<file path="src/rtl/prog_loader.sv">
// prog_loader: boot-stage loader that writes a byte-stream program image
// (addr/len header, data, checksum) into memory and then releases the CPU.
//
// Ports:
//   clk, reset (async, active-low)
//   start                     one-cycle pulse; starts a load from IDLE/DONE/ERROR
//   in_data/in_valid/in_ready byte stream, transfer on valid && ready
//   mem_addr/mem_data/mem_wr  memory write bus, driven while bus_own=1
//   bus_own                   1 = loader owns the memory bus
//   cpu_reset                 active-low CPU reset, high only after a good load
//   busy, err                 load in progress / checksum failure
module prog_loader #(
  parameter int ADDR_W = 13,
  parameter int DATA_W = 8
) (
  input  logic              clk,
  input  logic              reset,
  input  logic              start,
  input  logic [DATA_W-1:0] in_data,
  input  logic              in_valid,
  output logic              in_ready,
  output logic [ADDR_W-1:0] mem_addr,
  output logic [DATA_W-1:0] mem_data,
  output logic              mem_wr,
  output logic              bus_own,
  output logic              cpu_reset,
  output logic              busy,
  output logic              err
);

  typedef enum logic [3:0] {
    S_IDLE,
    S_AH,
    S_AL,
    S_LH,
    S_LL,
    S_DATA,
    S_SETUP,
    S_WRITE,
    S_HOLD,
    S_CSUM,
    S_DONE,
    S_ERR
  } state_t;

  state_t state_q, state_d;

  logic [ADDR_W-1:0] ptr_q;
  logic [ADDR_W-1:0] cnt_q;
  logic [DATA_W-1:0] sum_q;
  logic [ADDR_W-1:0] mem_addr_q;
  logic [DATA_W-1:0] mem_data_q;
  logic              mem_wr_q;
  logic              in_ready_q;
  logic              bus_own_q;
  logic              cpu_reset_q;
  logic              busy_q;
  logic              err_q;

  logic acc;
  logic launch;
  logic [ADDR_W-1:0] len_full;

  // in_ready_q mirrors "state_q is an accepting state", so it doubles
  // as the handshake qualifier.
  assign acc      = in_valid && in_ready_q;
  assign launch   = start && (state_q == S_IDLE ||
                              state_q == S_DONE ||
                              state_q == S_ERR);
  assign len_full = {cnt_q[ADDR_W-1:8], in_data};

  always_comb begin
    state_d = state_q;
    unique case (state_q)
      S_IDLE, S_DONE, S_ERR:
        if (start) state_d = S_AH;
      S_AH:
        if (acc) state_d = S_AL;
      S_AL:
        if (acc) state_d = S_LH;
      S_LH:
        if (acc) state_d = S_LL;
      S_LL:
        if (acc) begin
          if (len_full == '0) state_d = S_CSUM;
          else                state_d = S_DATA;
        end
      S_DATA:
        if (acc) state_d = S_SETUP;
      S_SETUP:
        state_d = S_WRITE;
      S_WRITE:
        state_d = S_HOLD;
      S_HOLD:
        if (cnt_q == ADDR_W'(1)) state_d = S_CSUM;
        else                     state_d = S_DATA;
      S_CSUM:
        if (acc) begin
          if (in_data == sum_q) state_d = S_DONE;
          else                  state_d = S_ERR;
        end
      default:
        state_d = S_IDLE;
    endcase
  end

  always_ff @(posedge clk or negedge reset) begin
    if (!reset) begin
      state_q     <= S_IDLE;
      ptr_q       <= '0;
      cnt_q       <= '0;
      sum_q       <= '0;
      mem_addr_q  <= '0;
      mem_data_q  <= '0;
      mem_wr_q    <= 1'b0;
      in_ready_q  <= 1'b0;
      bus_own_q   <= 1'b1;
      cpu_reset_q <= 1'b0;
      busy_q      <= 1'b0;
      err_q       <= 1'b0;
    end else begin
      state_q <= state_d;

      // Outputs decoded from next state so they are all flop outputs.
      in_ready_q  <= (state_d == S_AH)   || (state_d == S_AL) ||
                     (state_d == S_LH)   || (state_d == S_LL) ||
                     (state_d == S_DATA) || (state_d == S_CSUM);
      mem_wr_q    <= (state_d == S_WRITE);
      busy_q      <= !((state_d == S_IDLE) ||
                       (state_d == S_DONE) ||
                       (state_d == S_ERR));
      err_q       <= (state_d == S_ERR);
      cpu_reset_q <= (state_d == S_DONE);
      bus_own_q   <= (state_d != S_DONE);

      if (launch) sum_q <= '0;

      unique case (1'b1)
        (state_q == S_AH) && acc:
          ptr_q[ADDR_W-1:8] <= in_data[ADDR_W-9:0];
        (state_q == S_AL) && acc:
          ptr_q[7:0] <= in_data;
        (state_q == S_LH) && acc:
          cnt_q[ADDR_W-1:8] <= in_data[ADDR_W-9:0];
        (state_q == S_LL) && acc:
          cnt_q[7:0] <= in_data;
        (state_q == S_DATA) && acc: begin
          mem_data_q <= in_data;
          mem_addr_q <= ptr_q;
          sum_q      <= sum_q + in_data;
        end
        (state_q == S_HOLD): begin
          ptr_q <= ptr_q + 1'b1;
          cnt_q <= cnt_q - 1'b1;
        end
        default: ;
      endcase

      // CPU takes the bus in DONE; the loader side must read as zero.
      if (state_d == S_DONE) begin
        mem_addr_q <= '0;
        mem_data_q <= '0;
      end
    end
  end

  assign in_ready  = in_ready_q;
  assign mem_addr  = mem_addr_q;
  assign mem_data  = mem_data_q;
  assign mem_wr    = mem_wr_q;
  assign bus_own   = bus_own_q;
  assign cpu_reset = cpu_reset_q;
  assign busy      = busy_q;
  assign err       = err_q;

endmodule

</file>
<file path="config.mk">
export PLATFORM = sky130hd
export DESIGN_NAME = prog_loader
export DESIGN_NICKNAME = d
export VERILOG_FILES = /design/src/rtl/prog_loader.sv
export SDC_FILE = /design/constraint.sdc
export NUM_CORES = 1
export LEC_CHECK = 0
export CELL_PAD_IN_SITES_DETAIL_PLACEMENT = 1
export CELL_PAD_IN_SITES_GLOBAL_PLACEMENT = 1
export CORE_MARGIN = 1.5
export CORE_UTILIZATION = 44
export CTS_CLUSTER_DIAMETER = 200
export DETAILED_ROUTE_END_ITERATION = 8
export PLACE_DENSITY_LB_ADDON = 0.25
export SETUP_SLACK_MARGIN = 0.15
export SYNTH_ARGS = -nofsm -noshare
export SYNTH_HDL_FRONTEND = slang
export SYNTH_SLANG_ARGS = --single-unit
</file>
<file path="constraint.sdc">
create_clock -name clk -period 2.6 [get_ports clk]
set_clock_uncertainty 0.05 [all_clocks]
set_input_delay 0.52 -clock clk [delete_from_list [all_inputs] [get_ports clk]]
set_output_delay 0.52 -clock clk [all_outputs]
set_load 0.005 [all_outputs]
</file>
==> results.yml <==
run_status:
  status: "finished clean"
cells_and_area:
  drive_gt1_share_pct: 17.7
  fin_nets: 482
  syn_to_final_growth_pct: 23.0
  final-instance-count-excl-fill: 569
  layout_commonest_cell: "dfrtp_1"
  finalCoreUtilization_pct: 56.5
  diodes: 0
  final_cell_mix: "dfrtp_1, a21oi_1, nand2_1, clkdlybuf4s50_1, nor2_1"
  stdcell_area_sq_um: 4720
timing:
  fin_crit_sh_pct: 93.2
  hold_viol: 0
  fmax_mhz: 413
  fin_ws_ps: 177
  worstMarginPinSlew_ps: 712
  slew_headroom_pct: 52.5
  tns_ps: 0
  period_needed_ps: 2420
  slew_violations: 0
  hold_ws_ps: 75.4
  finalSetupViolCount: 0
  rsz0062_at_grt: "true"
synthesis:
  async_reset_ff_share_pct: 100
  yosysTopAreaCell: "dfrtp_1"
  ys_types: 70
  ys_ff_latch: 65
  avgSynthCellArea_sq_um: 9.51
  ys_seq_area_share_pct: 42.5
  syn-num-nets: 426
  netlist_area_sq_um: 3830
  ys.flop_type: "dfrtp_1"
  synthCells: 403
  yosysTopAreaCellShare_pct: 41.8
  synth_edf_count: 0
  yosysWarnings: 0
  ys_top_cells_by_area: "dfrtp_1, mux2i_1, a21oi_1"
cts:
  cts_tree: "done"
  cts.sinks: 65
  cts_root_buffer: "clkbuf_8"
  h-tree-depth: 3
  clkLatencyLatePin_ps: 350
  cts.reportedPaths.clkPinSlew_ps: 80
  cts-buffers-inserted: 9
  cts_buffer_depth: 2
  postCtsHoldBufs: 0
global_routing:
  grt_pass1_wl_mm: 18.6
  grt_pass1_vias: 3533
  overflow: 0
  antenna_found_initial: 0
  grt_max_degree: 28
  grt_usage_pct: 27.2
drt:
  route.detailed.drc: 0
  viasPerCell: 6.06
  wl_per_cell_um: 20.4
  via_count: 3450
  routed_wirelength_mm: 11.6
  drt_iter0_markers: 221
  firstDrtPassIters: 4
  ant_nets: 0
setup_path:
  crit_family: "buffers and inverters"
  end_kind: "flip-flop"
  path_class: "in2reg"
  crit_required_ps: 2770
  arrival_ps: 2590
  cp_max_fo: 25
  path_buf_inv: 2
  crit_chain: "clkdlybuf4s50_1, ha_1, nor4_1, nand4_1, and2_1, a211oi_4, buf_12, a21oi_1"
  cpPeakStageDelay_ps: 500
  slowest_stage: "clkdlybuf4s50_1"
  worst_setup_path_start_kind: "input pin"
pwr:
  leakage_nw: 2.11
  peakVddDrop_uv: 621
  total_power_mw: 5.85
  p_per_area_nw_per_um2: 1240
die:
  std_cell_rows: 33
  initial_core_util_pct: 46.0
  fp.dieW_um: 96.3
  fp.coreArea_sq_um: 8340
  dieArea_sq_um: 9280
  die-height_um: 96.3
  io-pin-count: 39
placed_design:
  post-place-ws_ps: -116
  place_inst: 553
  dp_hpwl_mm: 7.90
  io_buffers: 38
  dpl_cell_area_sq_um: 4460
  globalplace.congestion: 0.850
flow_run:
  maxCapViolations: 0
hold_path:
  hold_class: "in2async"
## final timing paths
kind / depth (start not counted) / slack (ps) / start / end
min in group clk: 2 / 460 / sum_q[3] / sum_q[3]
hold / removal: 1 / 80 / reset / cnt_q[11]
setup reg to reg: 6 / 280 / state_q[2] / mem_data[7]
hold reg to reg: 2 / 460 / sum_q[3] / sum_q[3]
setup / recovery: 8 / 180 / in_data[1] / busy
max in group asynchronous: 2 / 1690 / reset / bus_own
## registers in the layout, indices dropped and copies added (netlist names)
register	count
cnt_q	13
mem_addr	13
ptr_q	13
mem_data	8
sum_q	8
state_q	4
bus_own	1
busy	1
cpu_reset	1
err	1
in_ready	1
mem_wr	1
## cell usage after synthesis, types with 2 or more instances
| master | number |
|---|---|
| a211oi_1 | 3 |
| a21o_1 | 2 |
| a21oi_1 | 43 |
| a21oi_2 | 11 |
| a221o_1 | 2 |
| a22o_1 | 3 |
| a22oi_1 | 2 |
| a311oi_1 | 5 |
| a31oi_1 | 3 |
| and2_1 | 4 |
| and3_1 | 5 |
| and4_1 | 2 |
| buf_2 | 9 |
| buf_4 | 4 |
| buf_6 | 3 |
| clkbuf_1 | 8 |
| dfrtp_1 | 64 |
| ha_1 | 10 |
| inv_1 | 11 |
| mux2i_1 | 23 |
| nand2_1 | 37 |
| nand2_2 | 3 |
| nand2b_1 | 2 |
| nand3_1 | 11 |
| nand4_1 | 5 |
| nor2_1 | 36 |
| nor2b_1 | 3 |
| nor3_1 | 7 |
| nor4_1 | 6 |
| nor4bb_1 | 2 |
| o211ai_1 | 2 |
| o21a_1 | 2 |
| o21ai_0 | 19 |
| o221a_2 | 3 |
| o22ai_1 | 6 |
| o41ai_1 | 2 |
| or3_1 | 2 |
| or4b_1 | 2 |
| xnor2_1 | 5 |
## power by group
group	switching, mW	internal [mW]	leakage [nW]
Clock	0.422	0.643	0.121
Combinational	1.42	1.32	1.20
Sequential	0.584	1.47	0.783
Total	2.42	3.43	2.11
## routing by layer
metal / wire (um) / track usage [%] / vias up
met3: 471 / 4.27 / 17
met2: 5640 / 45.0 / 75
li1: - / - / 1595
met5: 0 / 0 / -
met1: 5320 / 36.6 / 1763
met4: 191 / 8.70 / 0
## layout make-up
type	instances	area (sq um)
Clock buffer	10	128
Clock inverter	6	116
Fill cell	973	3620
Inverter	12	45.0
Multi-Input combinational cell	302	2030
Sequential cell	65	1630
Tap cell	105	131
Timing Repair Buffer	69	633
## cell families (layout without fill, tap and decap cells)
group                      count (synthesis)  in the layout  synth area share (%)
AOI/OAI and AO/OA                        120            120                  21.3
xor gates and xnor gates                   6              6                  1.37
buffers and inverters                     36             97                  4.80
muxes                                     23             23                  6.01
and+or+nand+nor                          142            142                  20.2
DFF                                       65             65                  42.5
adders and majority gates                 11             11                  3.79
## repair_timing
action                     CTS  global route
gates resized for setup      0             3
hold endpoints to repair     0             0
buffers inserted             0             0
setup endpoints to repair    0            28
(Power assumes the default switching activity.)
